===== src/rtl/sctag_cpx_req_ctl_if.sv =====
// Bundles the sctag-side push port, the CPX request/data/grant buses and the
// debug taps (FSM state, FIFO fill, per-destination outstanding counts).
interface sctag_cpx_req_ctl_if #(
    parameter int DW     = 145,
    parameter int NDEST  = 8,
    parameter int QDEPTH = 4
);
    localparam int CW = $clog2(QDEPTH) + 1;

    // Push handshake: a packet transfers on any rising edge where in_vld && in_rdy;
    // in_rdy depends only on registered state, never on in_vld.
    logic              in_vld;
    logic              in_rdy;
    logic [NDEST-1:0]  in_dest;
    logic              in_atom;
    logic [DW-1:0]     in_data;

    logic [NDEST-1:0]  sctag_cpx_req_cq;
    logic              sctag_cpx_atom_cq;
    logic [DW-1:0]     sctag_cpx_data_ca;
    logic [NDEST-1:0]  cpx_sctag_grant_cx;
    logic              dest_err;
    logic              cred_err;

    logic              dbg_state;
    logic [CW-1:0]     dbg_fifo_cnt;
    logic [2*NDEST-1:0] dbg_out_cnt;

    modport master (
        output in_vld, in_dest, in_atom, in_data, cpx_sctag_grant_cx,
        input  in_rdy, sctag_cpx_req_cq, sctag_cpx_atom_cq, sctag_cpx_data_ca,
        input  dest_err, cred_err, dbg_state, dbg_fifo_cnt, dbg_out_cnt
    );

    modport slave (
        input  in_vld, in_dest, in_atom, in_data, cpx_sctag_grant_cx,
        output in_rdy, sctag_cpx_req_cq, sctag_cpx_atom_cq, sctag_cpx_data_ca,
        output dest_err, cred_err, dbg_state, dbg_fifo_cnt, dbg_out_cnt
    );
endinterface


===== src/rtl/sctag_cpx_req_ctl.sv =====
// L2 bank return-path sequencer: strict-order packet FIFO feeding the CPX
// request/atomic/data buses with per-destination credit tracking.
module sctag_cpx_req_ctl #(
    parameter int DW      = 145,
    parameter int QDEPTH  = 4,
    parameter int NDEST   = 8,
    parameter int CREDITS = 2
) (
    input logic               rclk,
    input logic               arst_l,
    sctag_cpx_req_ctl_if.slave bus
);
    localparam int AW = $clog2(QDEPTH);
    localparam int CW = AW + 1;
    localparam logic [1:0] CRED = 2'(CREDITS);

    typedef enum logic {ST_IDLE = 1'b0, ST_ATOM2 = 1'b1} state_t;

    state_t           r_state;
    logic [NDEST-1:0] r_atom_dest;
    logic [NDEST-1:0] r_req;
    logic             r_atom;
    logic [DW-1:0]    r_data_hold;
    logic [DW-1:0]    r_data_ca;
    logic             r_dest_err;
    logic             r_cred_err;
    logic [1:0]       r_out_cnt [NDEST];

    logic [DW-1:0]    r_mem_data [QDEPTH];
    logic [NDEST-1:0] r_mem_dest [QDEPTH];
    logic             r_mem_atom [QDEPTH];
    logic [AW-1:0]    r_wptr;
    logic [AW-1:0]    r_rptr;
    logic [CW-1:0]    r_count;

    logic             w_push;
    logic             w_pop;
    logic             w_issue;
    logic             w_issue_atom;
    logic [NDEST-1:0] w_issue_dest;
    logic             w_dest_err;
    logic             w_cred_err;
    logic [DW-1:0]    w_head_data;
    logic [NDEST-1:0] w_head_dest;
    logic             w_head_atom;
    logic             w_onehot;
    logic [1:0]       w_head_cnt;
    logic [NDEST-1:0] w_inc;

    assign bus.in_rdy = (r_count < CW'(QDEPTH));
    assign w_push     = bus.in_vld & bus.in_rdy;

    assign w_head_data = r_mem_data[r_rptr];
    assign w_head_dest = r_mem_dest[r_rptr];
    assign w_head_atom = r_mem_atom[r_rptr];
    assign w_onehot    = (w_head_dest != '0) && ((w_head_dest & (w_head_dest - 1'b1)) == '0);

    always_comb begin
        w_head_cnt = '0;
        for (int d = 0; d < NDEST; d++)
            if (w_head_dest[d]) w_head_cnt = r_out_cnt[d];
    end

    // Credit decisions look only at the registered counts; a grant arriving
    // this cycle cannot unblock an issue until the next one.
    always_comb begin
        w_issue      = 1'b0;
        w_issue_atom = 1'b0;
        w_issue_dest = '0;
        w_pop        = 1'b0;
        w_dest_err   = 1'b0;
        if (r_state == ST_ATOM2) begin
            if (r_count != '0) begin
                w_issue      = 1'b1;
                w_issue_dest = r_atom_dest;
                w_pop        = 1'b1;
            end
        end else if (r_count != '0) begin
            if (!w_onehot) begin
                w_pop      = 1'b1;
                w_dest_err = 1'b1;
            end else if (!w_head_atom) begin
                if (w_head_cnt < CRED) begin
                    w_issue      = 1'b1;
                    w_issue_dest = w_head_dest;
                    w_pop        = 1'b1;
                end
            end else if ((r_count >= CW'(2)) && (w_head_cnt == 2'd0)) begin
                w_issue      = 1'b1;
                w_issue_atom = 1'b1;
                w_issue_dest = w_head_dest;
                w_pop        = 1'b1;
            end
        end
    end

    assign w_inc = w_issue ? w_issue_dest : '0;

    always_comb begin
        w_cred_err = 1'b0;
        for (int d = 0; d < NDEST; d++)
            if (bus.cpx_sctag_grant_cx[d] && !w_inc[d] && (r_out_cnt[d] == 2'd0))
                w_cred_err = 1'b1;
    end

    always_ff @(posedge rclk) begin
        if (w_push) begin
            r_mem_data[r_wptr] <= bus.in_data;
            r_mem_dest[r_wptr] <= bus.in_dest;
            r_mem_atom[r_wptr] <= bus.in_atom;
        end
    end

    always_ff @(posedge rclk or negedge arst_l) begin
        if (!arst_l) begin
            r_wptr  <= '0;
            r_rptr  <= '0;
            r_count <= '0;
        end else begin
            if (w_push) r_wptr <= r_wptr + 1'b1;
            if (w_pop)  r_rptr <= r_rptr + 1'b1;
            case ({w_push, w_pop})
                2'b10:   r_count <= r_count + 1'b1;
                2'b01:   r_count <= r_count - 1'b1;
                default: r_count <= r_count;
            endcase
        end
    end

    always_ff @(posedge rclk or negedge arst_l) begin
        if (!arst_l) begin
            for (int d = 0; d < NDEST; d++) r_out_cnt[d] <= 2'd0;
        end else begin
            for (int d = 0; d < NDEST; d++) begin
                case ({w_inc[d], bus.cpx_sctag_grant_cx[d]})
                    2'b10:   if (r_out_cnt[d] != 2'd3) r_out_cnt[d] <= r_out_cnt[d] + 2'd1;
                    2'b01:   if (r_out_cnt[d] != 2'd0) r_out_cnt[d] <= r_out_cnt[d] - 2'd1;
                    default: r_out_cnt[d] <= r_out_cnt[d];
                endcase
            end
        end
    end

    // Data is staged once so it trails its request by exactly one cycle.
    always_ff @(posedge rclk or negedge arst_l) begin
        if (!arst_l) begin
            r_state     <= ST_IDLE;
            r_atom_dest <= '0;
            r_req       <= '0;
            r_atom      <= 1'b0;
            r_data_hold <= '0;
            r_data_ca   <= '0;
            r_dest_err  <= 1'b0;
            r_cred_err  <= 1'b0;
        end else begin
            r_req       <= w_inc;
            r_atom      <= w_issue_atom;
            r_data_hold <= w_issue ? w_head_data : '0;
            r_data_ca   <= r_data_hold;
            r_dest_err  <= w_dest_err;
            r_cred_err  <= w_cred_err;
            case (r_state)
                ST_IDLE: if (w_issue_atom) begin
                    r_state     <= ST_ATOM2;
                    r_atom_dest <= w_head_dest;
                end
                ST_ATOM2: if (w_issue) r_state <= ST_IDLE;
                default: r_state <= ST_IDLE;
            endcase
        end
    end

    assign bus.sctag_cpx_req_cq  = r_req;
    assign bus.sctag_cpx_atom_cq = r_atom;
    assign bus.sctag_cpx_data_ca = r_data_ca;
    assign bus.dest_err          = r_dest_err;
    assign bus.cred_err          = r_cred_err;
    assign bus.dbg_state         = r_state;
    assign bus.dbg_fifo_cnt      = r_count;

    always_comb begin
        bus.dbg_out_cnt = '0;
        for (int d = 0; d < NDEST; d++) bus.dbg_out_cnt[2*d +: 2] = r_out_cnt[d];
    end
endmodule


===== src/flat_wrapper.sv =====
// flat-port wrapper written by rule: the top's interface ports become plain ports
module sctag_cpx_req_ctl_flat 
#(
    parameter int DW      = 145,
    parameter int QDEPTH  = 4,
    parameter int NDEST   = 8,
    parameter int CREDITS = 2
)
  (rclk, arst_l, bus_in_vld, bus_in_dest, bus_in_atom, bus_in_data, bus_cpx_sctag_grant_cx, bus_in_rdy, bus_sctag_cpx_req_cq, bus_sctag_cpx_atom_cq, bus_sctag_cpx_data_ca, bus_dest_err, bus_cred_err, bus_dbg_state, bus_dbg_fifo_cnt, bus_dbg_out_cnt);
  sctag_cpx_req_ctl_if #(.DW(DW), .NDEST(NDEST), .QDEPTH(QDEPTH)) bus_i ();
  input logic rclk;
  input logic arst_l;
  input wire logic [$bits(bus_i.in_vld)-1:0] bus_in_vld;
  input wire logic [$bits(bus_i.in_dest)-1:0] bus_in_dest;
  input wire logic [$bits(bus_i.in_atom)-1:0] bus_in_atom;
  input wire logic [$bits(bus_i.in_data)-1:0] bus_in_data;
  input wire logic [$bits(bus_i.cpx_sctag_grant_cx)-1:0] bus_cpx_sctag_grant_cx;
  output wire logic [$bits(bus_i.in_rdy)-1:0] bus_in_rdy;
  output wire logic [$bits(bus_i.sctag_cpx_req_cq)-1:0] bus_sctag_cpx_req_cq;
  output wire logic [$bits(bus_i.sctag_cpx_atom_cq)-1:0] bus_sctag_cpx_atom_cq;
  output wire logic [$bits(bus_i.sctag_cpx_data_ca)-1:0] bus_sctag_cpx_data_ca;
  output wire logic [$bits(bus_i.dest_err)-1:0] bus_dest_err;
  output wire logic [$bits(bus_i.cred_err)-1:0] bus_cred_err;
  output wire logic [$bits(bus_i.dbg_state)-1:0] bus_dbg_state;
  output wire logic [$bits(bus_i.dbg_fifo_cnt)-1:0] bus_dbg_fifo_cnt;
  output wire logic [$bits(bus_i.dbg_out_cnt)-1:0] bus_dbg_out_cnt;
  assign bus_i.in_vld = bus_in_vld;
  assign bus_i.in_dest = bus_in_dest;
  assign bus_i.in_atom = bus_in_atom;
  assign bus_i.in_data = bus_in_data;
  assign bus_i.cpx_sctag_grant_cx = bus_cpx_sctag_grant_cx;
  assign bus_in_rdy = bus_i.in_rdy;
  assign bus_sctag_cpx_req_cq = bus_i.sctag_cpx_req_cq;
  assign bus_sctag_cpx_atom_cq = bus_i.sctag_cpx_atom_cq;
  assign bus_sctag_cpx_data_ca = bus_i.sctag_cpx_data_ca;
  assign bus_dest_err = bus_i.dest_err;
  assign bus_cred_err = bus_i.cred_err;
  assign bus_dbg_state = bus_i.dbg_state;
  assign bus_dbg_fifo_cnt = bus_i.dbg_fifo_cnt;
  assign bus_dbg_out_cnt = bus_i.dbg_out_cnt;
  sctag_cpx_req_ctl #(.DW(DW), .QDEPTH(QDEPTH), .NDEST(NDEST), .CREDITS(CREDITS)) u_core (.rclk(rclk), .arst_l(arst_l), .bus(bus_i));
endmodule

===== config.mk =====
export PLATFORM = sky130hd
export DESIGN_NAME = sctag_cpx_req_ctl_flat
export DESIGN_NICKNAME = d
export VERILOG_FILES = /design/src/rtl/sctag_cpx_req_ctl_if.sv /design/src/rtl/sctag_cpx_req_ctl.sv /design/src/flat_wrapper.sv
export SDC_FILE = /design/constraint.sdc
export NUM_CORES = 1
export LEC_CHECK = 0
export ABC_AREA = 1
export BUFFER_PORTS_ARGS = -buffer_cell sky130_fd_sc_hd__buf_2
export CAP_MARGIN = 40
export CORE_AREA = 5 5 253 255
export CTS_BUF_LIST = sky130_fd_sc_hd__clkbuf_4 sky130_fd_sc_hd__clkbuf_8
export DETAILED_ROUTE_END_ITERATION = 10
export DIE_AREA = 0 0 258 260
export PLACE_DENSITY = 0.76
export SLEW_MARGIN = 10
export SYNTH_ARGS = -nofsm -noshare
export SYNTH_HDL_FRONTEND = slang
export SYNTH_SLANG_ARGS = --single-unit

===== constraint.sdc =====
create_clock -name rclk -period 7.9 [get_ports rclk]
set_clock_uncertainty 0.15 [all_clocks]
set_input_delay 0 -clock rclk [delete_from_list [all_inputs] [get_ports rclk]]
set_output_delay 0 -clock rclk [all_outputs]
set_load 0.005 [all_outputs]

==> impl_metrics.ini, run 1 <==
[pwr]
comb_power_share = 0.239
seqPwrFrac = 0.452
p_switching_mw = 4.32
max-vdd-ir-drop_uv = 229
p_int_mw = 9.42
power_frac_clock = 0.310
switching_share = 0.315
leakage_nw = 18.1
powerDensity_nw_per_um2 = 322
p_total_mw = 13.7

[routing]
dr_wl_met3_mm = 5.59
wl_per_cell_um = 20.5
via_count = 21692
drt_first_pass_iters = 6
top_layer_used = met5
wl_met1_mm = 31.1
met2_length_mm = 42.2
drt_iter0_drc = 1963
drc_errors = 0
antenna_left = 0
routed_via_density = 5.47
routed_wl_mm = 81.3

[worst_setup_path]
cp-end-kind = flip-flop
reg2reg_from = u_core.r_rptr[0]
cp_data_required_time_ns = 8.40
crit_buf_inv = 7
reg2reg_slack_ns = 2.77
slowest_delay_ns = 0.99
cpLargestDelayFamily = buffers and inverters
crit_type = reg -> reg
worstPathCellList = buf_4 > buf_16 > nand2_1 > nand3_1 > nand2_1 > o21ai_0 > inv_1 > nand2_1 > nand2_1 > a21oi_2 > nand2_1 > inv_1 > nand4_1 > o21ai_0 > inv_1 > ha_1 > inv_1 > o21ai_0 > nor4_1 > nand3_1 > dlygate4sd3_1
regToRegEndpoint = u_core.bus.cred_err
startpoint = u_core.r_rptr[0]
crit_top_cell = nand2_1
cp-start-kind = flip-flop
cp_max_fo = 82
slowest_stage = dfrtp_4
reg2regPathDepth = 21
worstPathArrival_ns = 5.63

[sta]
min_period_ns = 5.13
rsz0062_at_grt = false
fin_hold_ws_ns = 0.130
fin_crit_sh = 0.649
setup-violations-final = 0
fmax_mhz = 195
slew_headroom = 0.343
hold_viol_final = 0
finalWorstSetupSlack_ns = 2.77
worstMarginPinSlew_ns = 0.986
slew_violations = 0

[worst_hold_path]
hold_path_end = u_core.bus.dbg_out_cnt[9]
hold_path_class = in -> reg
hold_start = bus_cpx_sctag_grant_cx[4]
holdPathStages = 6

[cts]
cts_resized = 0
clk_latency_ns = 0.79
cts_tree = built
cts_sinks = 949
numCtsBuffers = 148
clock_path_buffers = 3
cts_max_level = 4
root_buffer = clkbuf_8
path_clk_slew_ns = 0.06

[job]
cap_violations = 0

[placement]
dp_slack_ns = 3.37
gp_congestion = 0.848
dp_hpwl_mm = 42.4
port_buffers = 341

[floorplanning]
die-area_um2 = 67100
die_w_um = 258
start_util = 0.546
num_rows = 91
io_pins = 342
dieHeight_um = 260
core_um2 = 61400

[finish]
multi_input_area_um2 = 5910
layout_commonest_cell = edfxtp_1
fillers = 3837
area_growth_pct = 27.2
seqCellArea_um2 = 26800
final_cell_mix = edfxtp_1, nand2_1, buf_2
nets = 3228
drive_above_1_share = 0.207

[synth]
synth_edf_count = 616
synth_flop_cell = edfxtp_1
synth-seq-cells = 949
async_flop_share = 0.351
ys.warnings.count = 0
seq_area_frac_synth = 0.800
synthCells = 2317
ys_types = 36
synth_fp_nets = 2500
synth_area_um2 = 33500
syn_avg_cell_area_um2 = 14.5

[global_route]
grt_max_degree = 147
grt_pass1_wl_mm = 126
grt-ovfl-total = 0
antenna_found_initial = 8
grt_pass1_vias = 22856
grt_use_total = 0.242

[run_status]
status = complete, no violations
-- registers in the layout, indices dropped and copies added (netlist names) --
register,cells
u_core.bus.dbg_out_cnt,16
u_core.bus.cred_err,1
u_core.r_rptr,2
u_core.r_mem_atom,4
u_core.bus.sctag_cpx_atom_cq,1
u_core.bus.sctag_cpx_req_cq,8
u_core.r_atom_dest,8
u_core.r_data_hold,145
u_core.bus.dbg_fifo_cnt,3
u_core.r_mem_dest,32
u_core.bus.dest_err,1
u_core.bus.dbg_state,1
u_core.bus.sctag_cpx_data_ca,145
u_core.r_mem_data,580
u_core.r_wptr,2
-- kinds of logic (layout without fill, tap and decap cells) --
kind of cell / after synthesis / count (layout) / share of synthesized area
adder cells (fa/ha/maj): 18 / 18 / 0.00694
flip-flops: 949 / 949 / 0.800
XOR/XNOR: 12 / 12 / 0.00314
AO/OA/AOI/OAI: 343 / 343 / 0.0739
buffers and inverters: 207 / 1060 / 0.0243
multiplexers: 1 / 1 / 0.000336
other: 0 / 6 / 0
AND/OR/NAND/NOR: 787 / 787 / 0.0912
-- cell usage after synthesis, types with 2 or more instances --
library cell / number / area share
inv_1: 82 / 0.0092
nor3_1: 2 / 0.00030
inv_2: 6 / 0.00067
a32o_1: 146 / 0.044
nand4_1: 4 / 0.00075
o31ai_1: 2 / 0.00045
or2_2: 4 / 0.00075
a31o_2: 2 / 0.00052
nand3_1: 50 / 0.0075
dfrtp_1: 333 / 0.25
nand2_1: 547 / 0.061
ha_1: 17 / 0.0063
buf_2: 9 / 0.0013
buf_6: 3 / 0.0010
clkbuf_1: 100 / 0.011
edfxtp_1: 616 / 0.55
nor2_1: 174 / 0.019
xnor2_1: 3 / 0.00078
buf_1: 5 / 0.00056
a21oi_1: 154 / 0.023
o21ai_1: 4 / 0.00060
o21ai_0: 31 / 0.0046
nand3b_1: 2 / 0.00045
xor2_1: 9 / 0.0024
-- worst max-delay path by stage --
stage	end	cells past startpoint
global route	u_core.bus.cred_err	19
floorplan	u_core.r_mem_atom[0]	3
CTS	u_core.bus.cred_err	23
global placement	u_core.r_data_hold[25]	19
detailed placement	u_core.bus.cred_err	20
finish	u_core.bus.cred_err	21
-- metrics by stage --
stage          std cells  instance area [µm²]  TNS [ns]  utilization
2_1_floorplan       2317                33500     -7.68            -
3_3_place_gp        3351                36000         0        0.586
3_5_place_dp        3362                36300         0        0.591
4_1_cts             3960                42600         0        0.695
5_1_grt             3964                42700         0        0.695
6_report            3966                42700         0        0.695
-- metal layers --
| metal | up-vias | GRT usage |
|---|---|---|
| li1 | 9727 | - |
| met1 | 10952 | 0.301 |
| met2 | 842 | 0.418 |
| met3 | 167 | 0.0554 |
| met4 | 4 | 0.0900 |
| met5 | - | 0 |
-- worst register-to-register path: stages, from the launching register on --
cell	delay, ns
dfrtp_4	0.99
buf_4	0.32
buf_16	0.30
nand2_1	0.17
nand3_1	0.12
nand2_1	0.17
o21ai_0	0.18
inv_1	0.05
nand2_1	0.07
nand2_1	0.06
a21oi_2	0.18
nand2_1	0.12
inv_1	0.19
nand4_1	0.13
o21ai_0	0.18
inv_1	0.08
ha_1	0.21
inv_1	0.10
o21ai_0	0.10
nor4_1	0.42
nand3_1	0.13
dlygate4sd3_1	0.57
-- final cells by class --
cell class,count,area share
Clock inverter,47,0.00760
Timing Repair Buffer,696,0.127
Inverter,89,0.00830
Tap cell,790,0.0232
Multi-Input combinational cell,1161,0.139
Clock buffer,228,0.0656
Sequential cell,949,0.629
Antenna cell,6,0.000352
-- power groups by stage --
stage / clock, mW / combinational [mW] / sequential [mW]
after global placement: 0 / 2.86 / 6.27
after CTS: 4.28 / 3.24 / 6.20
final: 4.25 / 3.28 / 6.21
after global routing: 4.58 / 3.62 / 6.25
after detailed placement: 0 / 3.09 / 6.29
after floorplan: 0 / 2.18 / 6.29
-- what timing repair did --
item,in CTS,in global routing
hold buffers,323,0
setup buffers,0,0
endpoints found under the hold margin,915,0
Power figures use the tool's default switching activity.
==> run 2, diff against run 1 <==
- CORE_AREA: 5 5 253 255 -> 5 5 243 245
- DIE_AREA: 0 0 258 260 -> 0 0 248 250
- PLACE_DENSITY: 0.76 -> 0.78
- clock period: 7.9 -> 5.1 ns (I/O delays scaled with it)
==> run 2 against run 1 <==
  * Register-to-register slack worse by 2.4 ns
  * Routed wire length up 5.2%
  * Global-route usage rose by 3.0 points
  * Cell count is 0.15% lower
  * Via count increased by 2.7%
  * Core utilization grew 5.8 points
  * Sequential power is 54% higher
  * Power increased by 58%
  * Critical path type unchanged
==> impl_metrics.ini, run 2 (same netlist as run 1, synthesis figures left out) <==
[cts]
numCtsBuffers = 147
clk_latency_ns = 0.78
cts_tree = built
root_buffer = clkbuf_8
cts_max_level = 4
path_clk_slew_ns = 0.07
cts_sinks = 949
clock_path_buffers = 3

[sta]
slew_headroom = 0.314
fin_hold_ws_ns = 0.134
finalWorstSetupSlack_ns = 0.403
fmax_mhz = 213
setup-violations-final = 0
slew_violations = 0
rsz0062_at_grt = false
worstMarginPinSlew_ns = 1.03
fin_crit_sh = 0.921
min_period_ns = 4.70
hold_viol_final = 0
fin_setup_tns_ns = 0

[worst_setup_path]
cp-end-kind = flip-flop
crit_buf_inv = 9
cp-start-kind = flip-flop
cp_data_required_time_ns = 5.59
slowest_stage = dlygate4sd3_1
crit_type = reg -> reg
cpLargestDelayFamily = buffers and inverters
worstPathArrival_ns = 5.19
slowest_delay_ns = 0.60
cp_max_fo = 8
crit_top_cell = nand3_1
worstPathCellList = clkbuf_2 > buf_4 > nand2_1 > nand3_1 > nand2_1 > inv_2 > a21oi_1 > nand3_1 > nor2_1 > nand3_1 > inv_2 > nand3_1 > o21ai_0 > inv_1 > ha_1 > inv_1 > nor3_1 > inv_1 > o21ai_0 > nor4_1 > dlygate4sd3_1 > nand3_1 > dlygate4sd3_1

[routing]
drc_errors = 0
routed_wl_mm = 85.5
via_count = 22284
wl_per_cell_um = 21.6
drt_iter0_drc = 2150
antenna_left = 0
drt_first_pass_iters = 5
routed_via_density = 5.63

[worst_hold_path]
hold_path_class = in -> reg

[run_status]
status = complete, no violations

[pwr]
leakage_nw = 18.2
max-vdd-ir-drop_uv = 439
powerDensity_nw_per_um2 = 505

[finish]
final_core_util = 0.753
final_cell_mix = edfxtp_1, nand2_1, buf_2
nets = 3239
area_growth_pct = 27.9
drive_above_1_share = 0.211
fillers = 3163
stdcell_count = 3960
layout_commonest_cell = edfxtp_1
regMostFlops = u_core.r_mem_data
largest_register_ffs = 580

[placement]
dp_hpwl_mm = 43.2
port_buffers = 341
gp_congestion = 0.870
place_inst = 3337
dp_slack_ns = 1.22

[floorplanning]
dieHeight_um = 250
start_util = 0.589
io_pins = 342
die_w_um = 248
num_rows = 88
core_um2 = 56900
die-area_um2 = 62000

[global_route]
grt_max_degree = 152
antenna_found_initial = 15
grt-ovfl-total = 0
grt_use_total = 0.271
grt_pass1_vias = 23448
grt_pass1_wl_mm = 130

[job]
cap_violations = 0
==> run 2: changes by cell type in the layout (fill, tap and decap cells not counted), sizes merged <==
cell and change:
bufinv +2, diode +9, clkbuf +5, inv -1, clkinv -4, dlygate4sd3 +1
buf +7
==> run 2: final cells by class <==
type	count	area (µm²)	area share
diodes	15	37.5	0.000876
clock buffers	231	2830	0.0660
clock inverters	42	315	0.00735
inverters	89	392	0.00913
multi-input cells	1161	5910	0.138
flip-flops and latches	949	26800	0.626
well taps	765	957	0.0223
repair buffers	706	5570	0.130
repair inverters	2	22.5	0.000525
==> run 2: path summary, 6_finish.rpt <==
| check | cells past startpoint | endpoint | slack [ns] | from |
|---|---|---|---|---|
| worst max-delay path | 23 | u_core.bus.cred_err | 0.40 | u_core.r_rptr[0] |
| worst min-delay path | 5 | u_core.bus.dbg_out_cnt[8] | 0.13 | bus_cpx_sctag_grant_cx[4] |
| worst max register to register | 23 | u_core.bus.cred_err | 0.40 | u_core.r_rptr[0] |
| worst min register to register | 0 | u_core.bus.sctag_cpx_data_ca[103] | 0.18 | u_core.r_data_hold[103] |
| max in group asynchronous | 4 | u_core.bus.sctag_cpx_data_ca[2] | 3.62 | arst_l |
| min in group asynchronous | 4 | u_core.r_data_hold[30] | 0.25 | arst_l |
==> run 2: per-layer routing <==
layer | track usage | vias up | wire length [µm]
met5 | 0 | - | 27
met3 | 0.0661 | 231 | 6490
met2 | 0.448 | 1072 | 43200
li1 | - | 9759 | -
met4 | 0.124 | 4 | 3370
met1 | 0.343 | 11218 | 32400
==> run 2: what timing repair did <==
action                                 in CTS  in global routing
setup endpoints to repair                   0                  1
endpoints found under the hold margin     968                  0
setup buffers                               0                  8
gates resized for setup                     0                 19
hold buffers                              324                  0
==> run 2: worst min-delay path: cells and delay by family <==
kind | cells | cell delay (ns)
xor gates and xnor gates | 1 | 0.12
adders and majority gates | 1 | 0.17
AOI/OAI and AO/OA | 1 | 0.08
buffers and inverters | 2 | 0.64
==> run 2: report_power, final <==
part	total, mW	internal (mW)	switching (mW)	leakage, nW
Clock	6.67	3.70	2.97	1.67
Combinational	5.43	1.92	3.51	6.31
Sequential	9.56	9.18	0.379	10.2
==> run 2: metrics by stage <==
stage	area, µm²	total power [mW]
4_1_cts	42600	21.3
6_report	42900	21.7
2_1_floorplan	33500	13.0
3_5_place_dp	36200	14.5
5_1_grt	42900	22.7
3_3_place_gp	36000	14.2
==> run 3, diff against run 2 <==
- PLACE_DENSITY: 0.78 -> 0.9
==> run 3 against run 2 <==
  * Die area did not move
  * Combinational power about the same
  * Non-clock buffer count is 15 lower
  * Via count is 5.5% higher
  * Largest cell class unchanged
==> impl_metrics.ini, run 3 (same netlist as run 1, synthesis figures left out) <==
[worst_setup_path]
worstPathCellList = buf_6 > nand2_1 > nand3_1 > nand2_2 > o21ai_0 > inv_1 > a21oi_2 > nand2_1 > inv_1 > nand4_1 > o21ai_0 > inv_1 > ha_1 > inv_1 > o21ai_0 > nor4_1 > nand3_1 > dlygate4sd3_1
slowest_stage = dfrtp_4
setup.worst_path.end = u_core.bus.cred_err
reg2reg_from = u_core.r_rptr[0]
cp-start-kind = flip-flop
cpLargestDelayFamily = buffers and inverters
path_depth = 18
reg2regPathDepth = 18
regToRegEndpoint = u_core.bus.cred_err
startpoint = u_core.r_rptr[0]
reg2reg_slack_ns = 0.55
crit_buf_inv = 6
cp_max_fo = 75
crit_top_cell = inv_1
cp_data_required_time_ns = 5.62
crit_type = reg -> reg
slowest_delay_ns = 0.77
worstPathArrival_ns = 5.08
cp-end-kind = flip-flop

[finish]
drive_above_1_share = 0.203
layout_commonest_cell = edfxtp_1
nets = 3220
finalInstanceArea_um2 = 42600
stdcell_count = 3945
multi_input_area_um2 = 5910
regMostFlops = u_core.r_mem_data
final_cell_mix = edfxtp_1, nand2_1, buf_2
largest_register_ffs = 580
fillers = 2957
seqCellArea_um2 = 26800
final_core_util = 0.749
area_growth_pct = 27.1

[floorplanning]
num_rows = 88
die-area_um2 = 62000
start_util = 0.589
core_um2 = 56900
die_w_um = 248
io_pins = 342
dieHeight_um = 250

[pwr]
leakage_nw = 18.0
max-vdd-ir-drop_uv = 444
p_total_mw = 21.8
powerDensity_nw_per_um2 = 512

[job]
cap_violations = 0

[cts]
cts_tree = built
numCtsBuffers = 145
clk_latency_ns = 0.79
path_clk_slew_ns = 0.07
root_buffer = clkbuf_8
cts_sinks = 949
cts_max_level = 4
clock_path_buffers = 3
cts_setup_buffers = 0

[sta]
slew_violations = 0
fmax_mhz = 220
hold_viol_final = 0
fin_crit_sh = 0.893
slew_headroom = 0.250
min_period_ns = 4.55
rsz0062_at_grt = false
worstMarginPinSlew_ns = 1.12
setup-violations-final = 0

[routing]
drt_first_pass_iters = 6
drc_errors = 0
drt_iter0_drc = 2759
via_count = 23500
routed_wl_mm = 96.6
antenna_left = 0
wl_per_cell_um = 24.5
routed_via_density = 5.96

[placement]
dp_hpwl_mm = 44.7
port_buffers = 341
gp_congestion = 0.860
place_area_um2 = 36200
place_inst = 3330

[global_route]
grt_pass1_vias = 24593
grt_pass1_wl_mm = 146
grt_max_degree = 155
grt_use_total = 0.311
antenna_found_initial = 14
grt-ovfl-total = 0

[worst_hold_path]
holdPathStages = 5
hold_path_class = in -> reg

[run_status]
status = complete, no violations
## run 3: repair_timing
item,4_1_cts,5_1_grt
hold buffers,324,0
gates resized for setup,0,3
hold endpoints to repair,971,0
setup endpoints to repair,0,1
## run 3: per-layer routing
metal	GRT usage	routed length [µm]	vias up
li1	-	-	9721
met1	0.383	33300	11666
met2	0.519	49300	1751
met3	0.0680	8520	362
met4	0.163	5510	0
met5	0	0	-
## run 3: per-stage QoR
step	setup WS [ns]	TNS, ns	hold slack, ns
global route	0.164	0	0.120
floorplan	-0.248	-152.70	-0.446
detailed placement	0.987	0	-0.0632
CTS	0.420	0	0.0746
global placement	1.05	0	-0.0815
finish	0.546	0	0.134
## run 3: tightest hold or removal path, cell delays in order
cell	delay (ns)
dlygate4sd3_1	0.52
buf_2	0.12
ha_1	0.17
a21oi_1	0.10
xor2_1	0.13
## run 3: cell type report
class | instances | share of cell area
well taps | 765 | 0.0225
diodes | 19 | 0.00112
repair buffers | 691 | 0.127
clock inverters | 41 | 0.00725
multi-input cells | 1161 | 0.139
inverters | 89 | 0.00845
flip-flops and latches | 949 | 0.630
clock buffers | 230 | 0.0652
## run 3: where the power goes
part | internal, mW | switching [mW] | total (mW)
Sequential | 9.19 | 0.464 | 9.66
Combinational | 1.84 | 3.59 | 5.43
Clock | 3.60 | 3.14 | 6.74
Total | 14.6 | 7.20 | 21.8
## run 3: how the worst min path moves through the flow
stage | from | endpoint | slack [ns]
after detailed placement | arst_l | u_core.bus.sctag_cpx_data_ca[131] | -0.06
after global routing | bus_cpx_sctag_grant_cx[4] | u_core.bus.dbg_out_cnt[8] | 0.12
final | bus_cpx_sctag_grant_cx[4] | u_core.bus.dbg_out_cnt[8] | 0.13
after CTS | bus_cpx_sctag_grant_cx[7] | u_core.bus.dbg_out_cnt[14] | 0.07
after global placement | arst_l | u_core.bus.sctag_cpx_data_ca[131] | -0.08
after floorplan | arst_l | u_core.bus.cred_err | -0.45
